`src/rtl/mc_core_sequencer_pkg.sv`:
```
// Shared encodings for the multi-cycle RV32I sequencer: FSM states, pc_sel codes,
// RV32I base opcodes and the opcode classifier used in DECODE.
package mc_core_sequencer_pkg;

  typedef enum logic [2:0] {
    ST_IDLE, ST_FETCH, ST_DECODE, ST_EXEC, ST_MEM, ST_WB, ST_TRAP
  } state_e;

  localparam logic [1:0] PCS_SEQ  = 2'd0;
  localparam logic [1:0] PCS_BR   = 2'd1;
  localparam logic [1:0] PCS_JAL  = 2'd2;
  localparam logic [1:0] PCS_JALR = 2'd3;

  localparam logic [6:0] OP_LOAD   = 7'b0000011;
  localparam logic [6:0] OP_IMM    = 7'b0010011;
  localparam logic [6:0] OP_AUIPC  = 7'b0010111;
  localparam logic [6:0] OP_STORE  = 7'b0100011;
  localparam logic [6:0] OP_OP     = 7'b0110011;
  localparam logic [6:0] OP_LUI    = 7'b0110111;
  localparam logic [6:0] OP_BRANCH = 7'b1100011;
  localparam logic [6:0] OP_JALR   = 7'b1100111;
  localparam logic [6:0] OP_JAL    = 7'b1101111;

  typedef enum logic [2:0] {
    CL_ALU, CL_LOAD, CL_STORE, CL_BRANCH, CL_JAL, CL_JALR, CL_ILLEGAL
  } iclass_e;

  function automatic iclass_e classify(input logic [6:0] op);
    case (op)
      OP_OP, OP_IMM, OP_LUI, OP_AUIPC: return CL_ALU;
      OP_LOAD:                         return CL_LOAD;
      OP_STORE:                        return CL_STORE;
      OP_BRANCH:                       return CL_BRANCH;
      OP_JAL:                          return CL_JAL;
      OP_JALR:                         return CL_JALR;
      default:                         return CL_ILLEGAL;
    endcase
  endfunction

endpackage

```
`src/rtl/mc_core_sequencer_retire_counter.sv`:
```
// Retired-instruction counter: increments on each retire pulse, wraps modulo 2^CNT_W.
module retire_counter #(
  parameter int CNT_W = 32
) (
  input  logic             clk,
  input  logic             rst_n,
  input  logic             inc,
  output logic [CNT_W-1:0] cnt
);

  logic [CNT_W-1:0] cnt_q, cnt_d;

  always_comb begin
    cnt_d = cnt_q;
    if (inc) cnt_d = cnt_q + CNT_W'(1);
  end

  always_ff @(posedge clk or negedge rst_n) begin
    if (!rst_n) cnt_q <= '0;
    else        cnt_q <= cnt_d;
  end

  assign cnt = cnt_q;

endmodule

```
`src/rtl/mc_core_sequencer.sv`:
```
// Multi-cycle RV32I control sequencer (fetch/decode/exec/mem/wb) with retire counter.
// Define MC_SEQ_TRAP_EN to trap on unrecognised opcodes instead of executing them as NOPs.
module mc_core_sequencer
  import mc_core_sequencer_pkg::*;
#(
  parameter int CNT_W = 32
) (
  input  logic             clk,
  input  logic             rst_n,
  input  logic             run,
  input  logic [6:0]       opcode,
  input  logic             br_taken,
  output logic             imem_req,
  input  logic             imem_ready,
  output logic             dmem_req,
  output logic             dmem_we,
  input  logic             dmem_ready,
  output logic             ir_we,
  output logic             pc_we,
  output logic [1:0]       pc_sel,
  output logic             rf_we,
  output logic             retired,
  output logic             busy,
  output logic [CNT_W-1:0] instret
`ifdef MC_SEQ_TRAP_EN
  ,
  output logic             trap
`endif
);

  state_e     state_q, state_d;
  iclass_e    cls_q, cls_d;
  logic [1:0] pcsel_q, pcsel_d;
  state_e     after_retire;

  assign after_retire = run ? ST_FETCH : ST_IDLE;
  assign busy         = (state_q != ST_IDLE);

  always_comb begin
    state_d  = state_q;
    cls_d    = cls_q;
    pcsel_d  = pcsel_q;
    imem_req = 1'b0;
    dmem_req = 1'b0;
    dmem_we  = 1'b0;
    ir_we    = 1'b0;
    pc_we    = 1'b0;
    pc_sel   = PCS_SEQ;
    rf_we    = 1'b0;
    retired  = 1'b0;
    case (state_q)
      ST_IDLE: if (run) state_d = ST_FETCH;
      ST_FETCH: begin
        imem_req = 1'b1;
        if (imem_ready) begin
          ir_we   = 1'b1;
          state_d = ST_DECODE;
        end
      end
      ST_DECODE: begin
        cls_d   = classify(opcode);
        state_d = ST_EXEC;
      end
      ST_EXEC: begin
        // pcsel_q only reaches the port in MEM/WB, so a stale value elsewhere is harmless
        case (cls_q)
          CL_ALU:   begin pc_sel = PCS_SEQ;  state_d = ST_WB;  end
          CL_LOAD,
          CL_STORE: begin pc_sel = PCS_SEQ;  state_d = ST_MEM; end
          CL_JAL:   begin pc_sel = PCS_JAL;  state_d = ST_WB;  end
          CL_JALR:  begin pc_sel = PCS_JALR; state_d = ST_WB;  end
          CL_BRANCH: begin
            pc_sel  = br_taken ? PCS_BR : PCS_SEQ;
            pc_we   = 1'b1;
            retired = 1'b1;
            state_d = after_retire;
          end
          default: begin
`ifdef MC_SEQ_TRAP_EN
            state_d = ST_TRAP;
`else
            pc_we   = 1'b1;
            retired = 1'b1;
            state_d = after_retire;
`endif
          end
        endcase
        pcsel_d = pc_sel;
      end
      ST_MEM: begin
        dmem_req = 1'b1;
        dmem_we  = (cls_q == CL_STORE);
        pc_sel   = pcsel_q;
        if (dmem_ready) begin
          if (cls_q == CL_STORE) begin
            pc_we   = 1'b1;
            retired = 1'b1;
            state_d = after_retire;
          end else begin
            state_d = ST_WB;
          end
        end
      end
      ST_WB: begin
        rf_we   = 1'b1;
        pc_we   = 1'b1;
        pc_sel  = pcsel_q;
        retired = 1'b1;
        state_d = after_retire;
      end
      ST_TRAP: state_d = ST_TRAP;
      default: state_d = ST_IDLE;
    endcase
  end

  always_ff @(posedge clk or negedge rst_n) begin
    if (!rst_n) begin
      state_q <= ST_IDLE;
      cls_q   <= CL_ALU;
      pcsel_q <= PCS_SEQ;
    end else begin
      state_q <= state_d;
      cls_q   <= cls_d;
      pcsel_q <= pcsel_d;
    end
  end

`ifdef MC_SEQ_TRAP_EN
  assign trap = (state_q == ST_TRAP);
`endif

  retire_counter #(.CNT_W(CNT_W)) u_retire_counter (
    .clk   (clk),
    .rst_n (rst_n),
    .inc   (retired),
    .cnt   (instret)
  );

endmodule
```
`config.mk`:
```
export PLATFORM = sky130hd
export DESIGN_NAME = mc_core_sequencer
export DESIGN_NICKNAME = d
export VERILOG_FILES = /design/src/rtl/mc_core_sequencer_pkg.sv /design/src/rtl/mc_core_sequencer_retire_counter.sv /design/src/rtl/mc_core_sequencer.sv
export SDC_FILE = /design/constraint.sdc
export NUM_CORES = 1
export LEC_CHECK = 0
export ABC_CLOCK_PERIOD_IN_PS = 1970
export CAP_MARGIN = 0
export CORE_ASPECT_RATIO = 2
export CORE_MARGIN = 2
export CORE_UTILIZATION = 36
export CTS_BUF_LIST = sky130_fd_sc_hd__clkbuf_2
export CTS_CLUSTER_DIAMETER = 60
export DETAILED_ROUTE_END_ITERATION = 8
export SKIP_CTS_REPAIR_TIMING = 1
export SLEW_MARGIN = 20
export SYNTH_ARGS = -nofsm -noshare
export SYNTH_HDL_FRONTEND = slang
export SYNTH_SLANG_ARGS = --single-unit
```
`constraint.sdc`:
```
create_clock -name clk -period 1.97 [get_ports clk]
set_input_delay 0.394 -clock clk [delete_from_list [all_inputs] [get_ports clk]]
set_output_delay 0.394 -clock clk [all_outputs]
set_load 0.01 [all_outputs]
```
# == Word level (Yosys, flattened, before mapping) ==
# Index checks and enable logic that the tools add are counted.
# word_totals
inputBits,13
register_bits,40
# classes
n_mux,21
n_eq_ne,23
reduce_logical,9
add_sub_neg,1
# ops
operator,count
$add 32x1->32 const B,1
$eq 7x6->1 const B,3
$eq 7x7->1 const B,3
$pmux 3 s7,1
$pmux 3 s6,1
$eq 3x3->1 const B,5
$eq 7x5->1 const B,2
$eq 3x2->1 const B,4
$mux 3,4
$mux 1,11
$eq 7x2->1 const B,1
$eq 3x1->1 const B,2
$logic_not 3->1,2
$ne 2x2->1 const B,3
$pmux 2 s3,1
$pmux 3 s2,1
$reduce_or 5->1,1
$pmux 2 s2,1
$reduce_or 2->1,2
$reduce_or 4->1,1
$pmux 1 s3,1
$reduce_and 3->1,1
$reduce_bool 3->1,1
$reduce_or 3->1,1

# == Logic depth before layout (Yosys ltp) ==
# depth
ltp_word,4
ltp_mapped,6

# == Cells and area by module ==
# A second synthesis with hierarchy kept.
# unflattened
cells_unflattened,197
area_unflattened_um2,2047.0
# by_module_without_submodules
mod,cells_per_inst,instances,area_each_um2
retire_counter,123,1,1448.9
mc_core_sequencer,74,1,598.1

# == Worst setup path after synthesis ==
# Ideal clock, no wire load.
# synth_timing
kind,register -> output
from,reg cls_q[2]
to,out retired
required_ns,1.576
path_stages_with_launch,6
arrival_ns,1.564
path_slack_ns,0.012
path_cell_list,dfrtp_1 or3b_4 o22a_4 buf_6 nand2_1 buf_4
# synth_between
elab_chain_len,4
# synth_rtl
item,line,rtl
"start, declared",mc_core_sequencer.sv:32,"iclass_e cls_q, cls_d;"
"start signal, assigned",mc_core_sequencer.sv:123,cls_q <= cls_d;
"$eq 3x2->1, or another cell as far along",--,
$reduce_or 5->1 (no source line) / $mux 1 (equally long branches),--,
"$mux 1, on equally long branches",--,
$pmux 1 s3 *,--,
"end, declared",mc_core_sequencer.sv:22,"output logic retired,"
# Every way passes the cells marked *; elsewhere a longest branch is shown, timed or not.

# == Worst setup path in the final report ==
# layout_timing
from,reg state_q[1]
to,out pc_we
# layout_between
elab_chain_len,2
# layout_rtl
item,line,rtl
"start, declared",mc_core_sequencer.sv:31,"state_e state_q, state_d;"
"start signal, assigned",mc_core_sequencer.sv:122,state_q <= state_d;
$eq 3x3->1 / $eq 3x2->1 (equally long branches),mc_core_sequencer.sv:51,case (state_q)
$pmux 1 s3 *,mc_core_sequencer.sv:51,
"end, declared",mc_core_sequencer.sv:19,"output logic pc_we,"
# Marks and branches as above.

==> results.ini <==
[sta]
slew_violations = 0
skew_ns = 0.02339
max_slew_margin_pct = 64.83
fin_ws_ns = -0.1110
setup_viol = 7
min_period_over_period_pct = 105.6
rsz0062_at_grt = yes
finalHoldViolCount = 0
hold_slack_ns = 0.4441
tightest_slew_ns = 0.5275
min_period_ns = 2.081
fmax_mhz = 480.5

[critical_path]
rrSetupSlack_ns = -0.02
cp_cell_sequence = buf_4 -> nand3b_1 -> o22a_4 -> nand2_4 -> buf_6
crit_type = flop to primary output
cp_slowest_stage_delay_ns = 0.46
reg2regPathDepth = 6
arrival_ns = 1.69
cp-end-kind = primary output
crit_required_ns = 1.58
crit_buf_inv = 2
cp-start-kind = flop
cp.depth = 5
crit_path_end = pc_we
path_max_fanout = 4
rr_startpoint = state_q[1]$_DFFE_PN0P_
critPathLaunch = state_q[1]$_DFFE_PN0P_
cpLargestDelayFamily = flip-flops
reg2reg_to = u_retire_counter.cnt[30]$_DFFE_PN0P_
critPathSlowestCell = dfrtp_1

[synth]
async_flop_share_pct = 100.0
synthMuxAreaShare_pct = 1.374
syn_nets = 236
synth_compound_area_share_pct = 23.26
yosys.area_share.simple_pct = 17.07
ys_warn_count = 0
synth_top_family_by_area = compound AO/OA/AOI/OAI gates
yosysSeqAreaShare_pct = 42.28
postSynthCellCount = 222
synth_top_area_share_pct = 42.28
ys_ff_latch = 40
synthFlopType = dfrtp_1
synth_fa_ha_area_share_pct = 0.5285
synth.distinct_cells = 48
syn_avg_cell_area_um2 = 10.66
synth_edf_count = 0
synthTopCellsByArea = dfrtp_1, xor2_1, a2111oi_2
yosysTopAreaCell = dfrtp_1
netlist_area_mm2 = 0.002367
synth_xor_area_share_pct = 11.47

[clocking]
root_buffer = clkbuf_2
cts_made_buffers = 5
tritoncts = built
clock_path_buffers = 2
h-tree-depth = 2
clk_pin_slew_worst_paths_ns = 0.19
cts_sinks = 40
clk_latency_ns = 0.42

[routing]
route.vias.total = 2162
wl_um = 6657
drc = 0
drtPass1Iterations = 6
viasPerCell = 5.392
drtIter0Drc = 62
ant_nets = 0
wl_per_cell_um = 16.60

[global_route]
grt_usage_pct = 18.78
antenna_found_initial = 1
first_global_vias = 2117
overflow = 0
grt_max_degree = 41
grt_first_pass_wirelength_um = 10230

[power]
power_density_mw_per_mm2 = 801.6
p_leak_nw = 1.326
vdd_drop_max_v = 0.0006411

[floorplanning]
num_io_pins = 55
core_region_area_mm2 = 0.006361
start_util_pct = 37.21
dieWidth_um = 61.34
die_h_um = 118.7
rows = 41
dieArea_mm2 = 0.007280

[layout]
multi_input_comb_area_mm2 = 0.001526
fin_area_mm2 = 0.003558
syn_to_final_growth_pct = 50.32
drive_above_1_share_pct = 30.25
nFillCells = 593
layout.nets = 328
stdcell_count = 401
seqCellArea_mm2 = 0.001006

[run_status]
violations = negative setup slack
status = complete, but fails checks

[placement]
gp_congestion = 0.8767
dp_slack_ns = -0.3519
dp_hpwl_um = 4686
place_area_mm2 = 0.003221
dp_cells = 386
io_buffer_count = 54

[flow_run]
drv_cap = 0

[min_path]
hold_path_class = input pin to async pin

-- cell families after synthesis --
family,after synthesis
AOI/OAI and AO/OA,54
buffers and inverters,19
DFF,40
adders and majority gates,1
and+or+nand+nor,74
muxes,3
xor gates and xnor gates,31
-- final cells by class --
type                       instances  share of cell area (%)
tap                               86                   3.024
antenna                            1                 0.07032
timing repair buffer              96                   23.98
clock buffer                       5                  0.7032
multi-input combinational        163                   42.90
clock inverter                     2                  0.2110
inverter                           8                  0.8439
sequential                        40                   28.27
-- layout by cell type (no fill, tap or decap), types with 2 or more instances in the layout --
master and instances:
clkinv_1 3, nor2_1 5, buf_4 38, or3_1 3, inv_1 7, nor3_1 4, a211oi_2 3, xnor2_1 9
mux2_2 2, nand3_1 12, xor2_1 22, o32ai_1 2, nand2_4 2, dfrtp_1 36, clkbuf_2 8, buf_6 4
o22ai_1 2, o21ai_0 5, o2111ai_1 5, a21oi_1 5, a211oi_1 2, nand2_1 14, nand2b_4 2, dlymetal6s2s_1 3
and3_1 8, nand4_1 9, a21o_1 3, nand3b_1 3, nor2_2 2, a2111oi_4 17, dfrtp_2 4, buf_2 4
clkdlybuf4s50_1 42
-- worst min-delay path by stage --
| stage | startpoint | to | slack, ns | cells past startpoint |
|---|---|---|---|---|
| floorplan | rst_n | cls_q[0]$_DFFE_PN0P_ | 0.1 | 0 |
| detailed placement | rst_n | u_retire_counter.cnt[8]$_DFFE_PN0P_ | 0.38 | 2 |
| finish | rst_n | u_retire_counter.cnt[8]$_DFFE_PN0P_ | 0.44 | 3 |
| global placement | rst_n | u_retire_counter.cnt[8]$_DFFE_PN0P_ | 0.39 | 2 |
| CTS | rst_n | u_retire_counter.cnt[15]$_DFFE_PN0P_ | -0.12 | 2 |
| global route | rst_n | u_retire_counter.cnt[15]$_DFFE_PN0P_ | 0.45 | 3 |
-- power by group --
| group | switching (W) | internal [W] |
|---|---|---|
| logic | 0.000810 | 0.000660 |
| registers | 0.000118 | 0.000927 |
| clock network | 0.000265 | 0.0000730 |
-- through the flow --
stage	util (%)	power (W)	TNS (ns)
2_1_floorplan	-	0.001699	0
3_3_place_gp	50.63	0.002299	-4.850
3_5_place_dp	50.63	0.002313	-5.062
4_1_cts	51.14	0.002669	-5.518
5_1_grt	55.94	0.003030	-2.124
6_report	55.94	0.002853	-0.3233
-- per-layer routing --
layer | routed length [um] | track usage, %
met1 | 2507 | 20.63
met5 | 0 | 0
met3 | 198 | 2.626
met2 | 3772 | 33.51
met4 | 178 | 8.378
-- cells in the mapped netlist (3+ instances only) --
library cell and count:
a2111oi_2 11, xnor2_1 9, a21o_1 3, buf_2 4, o21ai_0 5, a2111oi_4 3, nor2_1 8, dfrtp_1 40
o2111ai_1 5, nand3_1 13, inv_1 7, and3_1 8, a21oi_1 5, clkbuf_1 3, or3_1 3, a2111oi_1 3
xor2_1 22, nand3b_1 3, nand2b_1 3, a211oi_1 5, nor3_1 4, nand2_1 16, nand4_1 9
-- worst min-delay path: cells and delay by family --
kind	cells	cell delay (ns)
buffers and inverters	3	0.86
-- state kept, by name, indices dropped and copies added (netlist names) --
signal,cells
cls_q,3
pcsel_q,2
state_q,3
u_retire_counter.cnt,32
Power figures use the tool's default switching activity.
